--- src/rtl/store_size_unit.sv ---
// Register-to-memory store unit: SW direct write, SH/SB via read-modify-write of the aligned word.
// Define STORE_SIZE_BYTE_EN_EN to add mem_be and write sub-words directly with lane enables.
module store_size_unit #(
  parameter int MEM_LATENCY = 1
) (
  input  logic        clk,
  input  logic        reset,
  input  logic        start,
  input  logic [1:0]  store_size,
  input  logic [31:0] addr,
  input  logic [31:0] wdata_reg,
  input  logic [31:0] mem_rdata,
  output logic [31:0] mem_addr,
  output logic        mem_wr,
  output logic [31:0] mem_wdata,
`ifdef STORE_SIZE_BYTE_EN_EN
  output logic [3:0]  mem_be,
`endif
  output logic        busy,
  output logic        done,
  output logic        misaligned
);

  typedef enum logic [1:0] {IDLE, READ, WRITE, ERR} state_t;

  localparam logic [1:0] SZ_W = 2'b00;
  localparam logic [1:0] SZ_H = 2'b01;
  localparam logic [1:0] SZ_B = 2'b10;
  localparam logic [2:0] CNT_INIT = 3'(MEM_LATENCY - 1);

  state_t      state_q;
  logic [2:0]  cnt_q;
  logic [31:0] addr_q;
  logic [1:0]  size_q;
  logic [15:0] wdata_q;
  logic [31:0] mem_wdata_q;
  logic        illegal;

  always_comb begin
    illegal = (store_size == 2'b11) ||
              ((store_size == SZ_H) && addr[0]) ||
              ((store_size == SZ_W) && (addr[1:0] != 2'b00));
  end

`ifdef STORE_SIZE_BYTE_EN_EN
  logic [31:0] repl_w;
  logic [3:0]  be_w;

  always_comb begin
    case (store_size)
      SZ_B:    repl_w = {4{wdata_reg[7:0]}};
      SZ_H:    repl_w = {2{wdata_reg[15:0]}};
      default: repl_w = wdata_reg;
    endcase
  end

  always_comb begin
    case (size_q)
      SZ_B:    be_w = 4'b0001 << addr_q[1:0];
      SZ_H:    be_w = addr_q[1] ? 4'b1100 : 4'b0011;
      default: be_w = 4'b1111;
    endcase
  end

  assign mem_be = (state_q == WRITE) ? be_w : 4'b0000;
`else
  logic [31:0] merged;

  // Replace only the addressed lane of the word just read back.
  always_comb begin
    merged = mem_rdata;
    if (size_q == SZ_B)
      merged[{addr_q[1:0], 3'b000} +: 8] = wdata_q[7:0];
    else if (addr_q[1])
      merged[31:16] = wdata_q;
    else
      merged[15:0] = wdata_q;
  end
`endif

  always_ff @(posedge clk or negedge reset) begin
    if (!reset) begin
      state_q     <= IDLE;
      cnt_q       <= 3'd0;
      addr_q      <= 32'd0;
      size_q      <= 2'b00;
      wdata_q     <= 16'd0;
      mem_wdata_q <= 32'd0;
    end else begin
      case (state_q)
        IDLE: begin
          if (start) begin
            addr_q  <= addr;
            size_q  <= store_size;
            wdata_q <= wdata_reg[15:0];
            if (illegal) begin
              state_q <= ERR;
            end else begin
`ifdef STORE_SIZE_BYTE_EN_EN
              mem_wdata_q <= repl_w;
              state_q     <= WRITE;
`else
              if (store_size == SZ_W) begin
                mem_wdata_q <= wdata_reg;
                state_q     <= WRITE;
              end else begin
                cnt_q   <= CNT_INIT;
                state_q <= READ;
              end
`endif
            end
          end
        end
        READ: begin
          if (cnt_q == 3'd0) begin
`ifndef STORE_SIZE_BYTE_EN_EN
            mem_wdata_q <= merged;
`endif
            state_q <= WRITE;
          end else begin
            cnt_q <= cnt_q - 3'd1;
          end
        end
        WRITE:   state_q <= IDLE;
        ERR:     state_q <= IDLE;
        default: state_q <= IDLE;
      endcase
    end
  end

  // Every output decodes registered state, so an async reset drops mem_wr at once.
  assign mem_addr   = {addr_q[31:2], 2'b00};
  assign mem_wdata  = mem_wdata_q;
  assign mem_wr     = (state_q == WRITE);
  assign busy       = (state_q != IDLE);
  assign done       = (state_q == WRITE) || (state_q == ERR);
  assign misaligned = (state_q == ERR);

endmodule

--- config.mk ---
export PLATFORM = sky130hd
export DESIGN_NAME = store_size_unit
export DESIGN_NICKNAME = d
export VERILOG_FILES = /design/src/rtl/store_size_unit.sv
export SDC_FILE = /design/constraint.sdc
export NUM_CORES = 1
export LEC_CHECK = 0
export BUFFER_PORTS_ARGS = -buffer_cell sky130_fd_sc_hd__buf_4
export CAP_MARGIN = 20
export CORE_MARGIN = 4
export CORE_UTILIZATION = 56
export CTS_BUF_LIST = sky130_fd_sc_hd__clkbuf_4
export CTS_CLUSTER_SIZE = 12
export DETAILED_ROUTE_END_ITERATION = 8
export GPL_TIMING_DRIVEN = 0
export PLACE_DENSITY = 0.94
export SLEW_MARGIN = 20
export SYNTH_ARGS = -nofsm -noshare
export SYNTH_HDL_FRONTEND = slang
export SYNTH_SLANG_ARGS = --single-unit
--- constraint.sdc ---
create_clock -name clk -period 7.1 [get_ports clk]
set_input_delay 1.775 -clock clk [delete_from_list [all_inputs] [get_ports clk]]
set_output_delay 1.775 -clock clk [all_outputs]
set_load 0.01 [all_outputs]
### Word level (Yosys, flattened, before mapping)

Index checks and enable logic that the tools add are counted.

* flip-flop bits (word level): 87
* bits of input ports: 101
* output and inout bits: 68

* add/sub/neg operators: 2
* eq/ne operators: 12
* shifts and indexed selects: 2
* muxes and demuxes: 19
* reduce and logical (&&, ||, !) cells: 16

Operators by type and width (number)
* 2-to-1 mux 32 bit: 5
* case mux 32 bit (2 select lines): 1
* bitwise mux 32 bit: 1
* 2-to-1 mux 16 bit: 2
* variable shift 8 x 7 -> 32 bit, first input constant: 1
* variable part select 8 x 7 -> 32 bit: 1
* 2-to-1 mux 3 bit: 4
* != test 2 bit, second input constant: 6
* AND reduction 5 bit: 2
* == test 2 bit, second input constant: 4
* 2-to-1 mux 2 bit: 4
* negation 5 -> 7 bit: 1
* case mux 2 bit (3 select lines): 1
* case mux 3 bit (2 select lines): 1
* nonzero test 2 bit: 3
* == test 2 x 1 -> 1 bit, second input constant: 2
* logical NOT 2 bit: 2
* AND reduction 2 bit: 2
* logical NOT 3 bit: 1
* logical OR 1 bit: 3
* subtractor 3 x 1 -> 3 bit, second input constant: 1
* logical AND 1 bit: 2
* OR reduction 2 bit: 1

### Depth between registers and ports, before layout

* word-level depth: 7
* gate-level depth with buffers: 9
* mapped depth without buffers: 6

### Worst setup path before layout

OpenSTA, ideal clock, no wires.

* kind: input port to flip-flop
* start point: input port addr[1]
* end point: register mem_wdata_q[10], in the netlist mem_wdata[10]
* library setup time: 125 ps
* arrival time: 3006 ps
* slack: 3969 ps
* stages on the path: 5
* cell sequence: nor2b_1 -> o311a_1 -> nor3_4 -> buf_6 -> mux2_2

* word-level cells in the longest chain between the ends: 5

RTL lines
* from (decl): RTL line 10 `input logic [31:0] addr,`
* nonzero test 2 bit: RTL line 42 `((store_size == SZ_W) && (addr[1:0] != 2'b00));`
* logical AND 1 bit: RTL line 42
* logical OR 1 bit: RTL line 41 `((store_size == SZ_H) && addr[0]) ||`
* != test 2 bit (no source line)
* AND reduction 5 bit (no source line)
* to (signal assigned): RTL line 104 `mem_wdata_q <= wdata_reg;`
* to (signal assigned): RTL line 117 `mem_wdata_q <= merged;`
* to (decl): RTL line 36 `logic [31:0] mem_wdata_q;`

No other way between the ends.
A chain may end at the register's enable or synchronous reset.

### Final worst setup path

* start point: register state_q[0]
* end point: output port busy

* word-level cells in the longest chain between the ends: 1

RTL lines
* from (decl): RTL line 31 `state_t state_q;`
* from (signal assigned): RTL line 83 `state_q <= IDLE;`
* from (signal assigned): RTL line 97 `state_q <= ERR;`
* from (signal assigned): RTL line 105 `state_q <= WRITE;`
* nonzero test 2 bit: RTL line 135 `assign busy = (state_q != IDLE);`
* to (decl): RTL line 19 `output logic busy,`

No other way between the ends.

==> out/results.ini <==
[floorplanning]
placeableCoreArea_sq_um=8341
starting_utilization_of_the_core_area_pct=58.72
die_area_sq_um=10310
die_width_um=101.5
chipHeight_um=101.5
num_rows=33
ios=169

[cells_and_area]
antennaDiodeCount=0
area_delta_synth_final_pct=31.60
postLayoutCellArea_sq_um=6445
num-fill-cells=552
post_route_cells_drive_above_1_share_pct=51.49
layout.cells.most_common_list=198 x sky130_fd_sc_hd__buf_4, 87 x sky130_fd_sc_hd__dfrtp_1, 78 x sky130_fd_sc_hd__mux2_2, 33 x sky130_fd_sc_hd__mux2i_1
final_common_cell=sky130_fd_sc_hd__buf_4
finish.net_count=707

[critical_path]
timing_worst_setup_path_type=reg2out
arrival_ns=1.36
cp.buffers_inverters=3
critical_path_s_slowest_cell=sky130_fd_sc_hd__dfrtp_1
timing.critical_path.slowest_cell_delay_ns=0.40
critical_path.top_delay_family=flip-flops
cp-start-kind=flop
required_ns=5.33
cp-end-kind=primary output
crit_chain=buf_6, nor2_1, inv_1, buf_4
r2r_slack_ns=4.04
critical_path_fanouts_max=10

[global_routing]
grt_antenna_before_repair=0
globalRouteTotalUtil_pct=27.24
global_route_wire_length_before_repair_um=21650
globalRoute.totalOverflow=0
maximum_number_of_pins_on_one_net_before_global_route_repair=88
via_count_of_the_first_global_routing_pass=4392

[detailed_routing]
wl_um=14040
via_count_normalized_by_instance_count=6.055
ant_nets=0
first_pass_iters=4
detailed_router_s_first_iteration_violation_count=287
drt-wirelength-per-cell_um=19.80
number_of_vias_after_detailed_routing=4293
remaining_drc_errors=0

[synth]
edff_count_synth=0
synth.yosys.seq_area_share_pct=44.46
synth.distinct_cells=39
post_synth_instance_area_sq_um=4897
ys_dominant_reg_cell=sky130_fd_sc_hd__dfrtp_1
synth-async-reset-ratio_pct=100.0
synth_seq_cells=87
postSynthCellCount=421
syn_avg_cell_area_sq_um=11.63
ys_warn_count=0

[clocking]
cts_resized=0
clock_path_buffers=2
clock_tree_from_tritoncts=yes
post_cts.repair.setup_buffers=0
clock_latency_ns=0.44
post_cts_hold_buffer_count=0
numCtsBuffers=9
clock-sinks=87
clock_transition_at_the_registers_of_the_reported_paths_ns=0.15
cts-root-buf=sky130_fd_sc_hd__clkbuf_4
cts.htree.levels=3

[power_and_ir_drop]
fin_total_pwr_uw=2937
vdd_drop_max_mv=0.2709
leakagePower_uw=0.002982
cellPowerDensity_nw_per_um2=455.8

[timing]
unrepaired_setup_endpoints_after_global_routing=no
period_minus_slack_ns=3.131
tightestPinTransition_ns=0.7912
final.setup.tns_ns=0
whs_ns=0.5139
hold_viol_final=0
final_min_period_over_clock_period_pct=44.09
timing.clock.skew_ns=0.01761
pins_over_slew_limit=0
setup_violations=0
max_freq_ghz=0.3194
max_slew_margin_pct=47.25

[placed_design]
post_dp_cell_area_sq_um=6279
place_hpwl_um=10790
io_buffers=166
gp_congestion=0.9606

[hold_path]
min_path_type=reg2reg

[status]
status=finished clean

[job]
max_cap_viols=0

==> power by group <==
group          internal [uW]  switching, uW  total, uW  leakage (uW)
sequential               751            178        929       0.00102
combinational            889            799       1690       0.00187
clock                    144            176        320     0.0000867
==> registers in the layout, summed over array words and instances, names as in the netlist <==
register / cells
state_q: 2
wdata_q: 16
mem_wdata: 32
cnt_q: 3
addr_q: 32
size_q: 2
==> metal layers <==
metal | track usage, % | up-vias | wire [um]
met5 | 0 | - | 0
met4 | 15.64 | 0 | 681
met3 | 7.369 | 59 | 1618
met2 | 44.87 | 281 | 6777
met1 | 32.08 | 2066 | 4959
li1 | - | 1887 | -
==> area by class of cell <==
type                       count  area, sq um  area share [%]
inverter                      11        41.29          0.6407
timing repair buffer         166         1250           19.39
multi-input combinational    262         2273           35.27
clock inverter                 7        95.09           1.475
tap                          105        131.4           2.038
clock buffer                   9        67.56           1.048
sequential                    87         2177           33.78
buffer                        62        409.1           6.348
==> Yosys cell counts (2+ instances only) <==
cell / number / area [sq um]
sky130_fd_sc_hd__mux2_2: 78 / 878.3
sky130_fd_sc_hd__a221oi_1: 32 / 280.3
sky130_fd_sc_hd__buf_6: 5 / 56.30
sky130_fd_sc_hd__ha_1: 7 / 87.58
sky130_fd_sc_hd__a211oi_1: 30 / 225.2
sky130_fd_sc_hd__nand2_1: 3 / 11.26
sky130_fd_sc_hd__nand3b_1: 3 / 22.52
sky130_fd_sc_hd__inv_1: 11 / 41.29
sky130_fd_sc_hd__nor4bb_1: 3 / 30.03
sky130_fd_sc_hd__clkbuf_1: 11 / 41.29
sky130_fd_sc_hd__dfrtp_1: 87 / 2177
sky130_fd_sc_hd__buf_2: 12 / 60.06
sky130_fd_sc_hd__a21oi_1: 5 / 25.02
sky130_fd_sc_hd__mux2i_1: 33 / 330.3
sky130_fd_sc_hd__o21ai_0: 3 / 15.01
sky130_fd_sc_hd__nor2_1: 32 / 120.1
sky130_fd_sc_hd__nand2b_1: 2 / 12.51
sky130_fd_sc_hd__buf_4: 33 / 247.7
sky130_fd_sc_hd__and2_1: 2 / 12.51
sky130_fd_sc_hd__nor2b_1: 10 / 62.56
==> through the flow <==
stage | setup WS [ns] | cells | utilization [%]
4_1_cts | 3.981 | 709 | 77.23
2_1_floorplan | 3.969 | 422 | -
3_5_place_dp | 3.684 | 693 | 75.28
6_report | 3.969 | 709 | 77.27
5_1_grt | 3.904 | 709 | 77.27
3_3_place_gp | 3.723 | 693 | 75.28
==> final timing paths <==
kind | start | to | cells after the start
setup / recovery | state_q[0] | busy | 4
hold / removal | mem_wdata[22] | mem_wdata[22] | 1
setup reg to reg | addr_q[1] | mem_wdata[29] | 9
hold reg to reg | mem_wdata[22] | mem_wdata[22] | 1
max in group asynchronous | reset | wdata_q[10] | 1
min in group asynchronous | reset | mem_wdata[6] | 1
==> logic make-up after synthesis <==
| family | synth area share [%] |
|---|---|
| compound gates | 12.83 |
| simple gates | 6.745 |
| flops | 44.46 |
| fa+ha+maj | 1.788 |
| mux | 24.91 |
| buf+inv | 9.198 |
| other cells | 0.07657 |
Note: power is estimated with default switching activity, not from simulation.
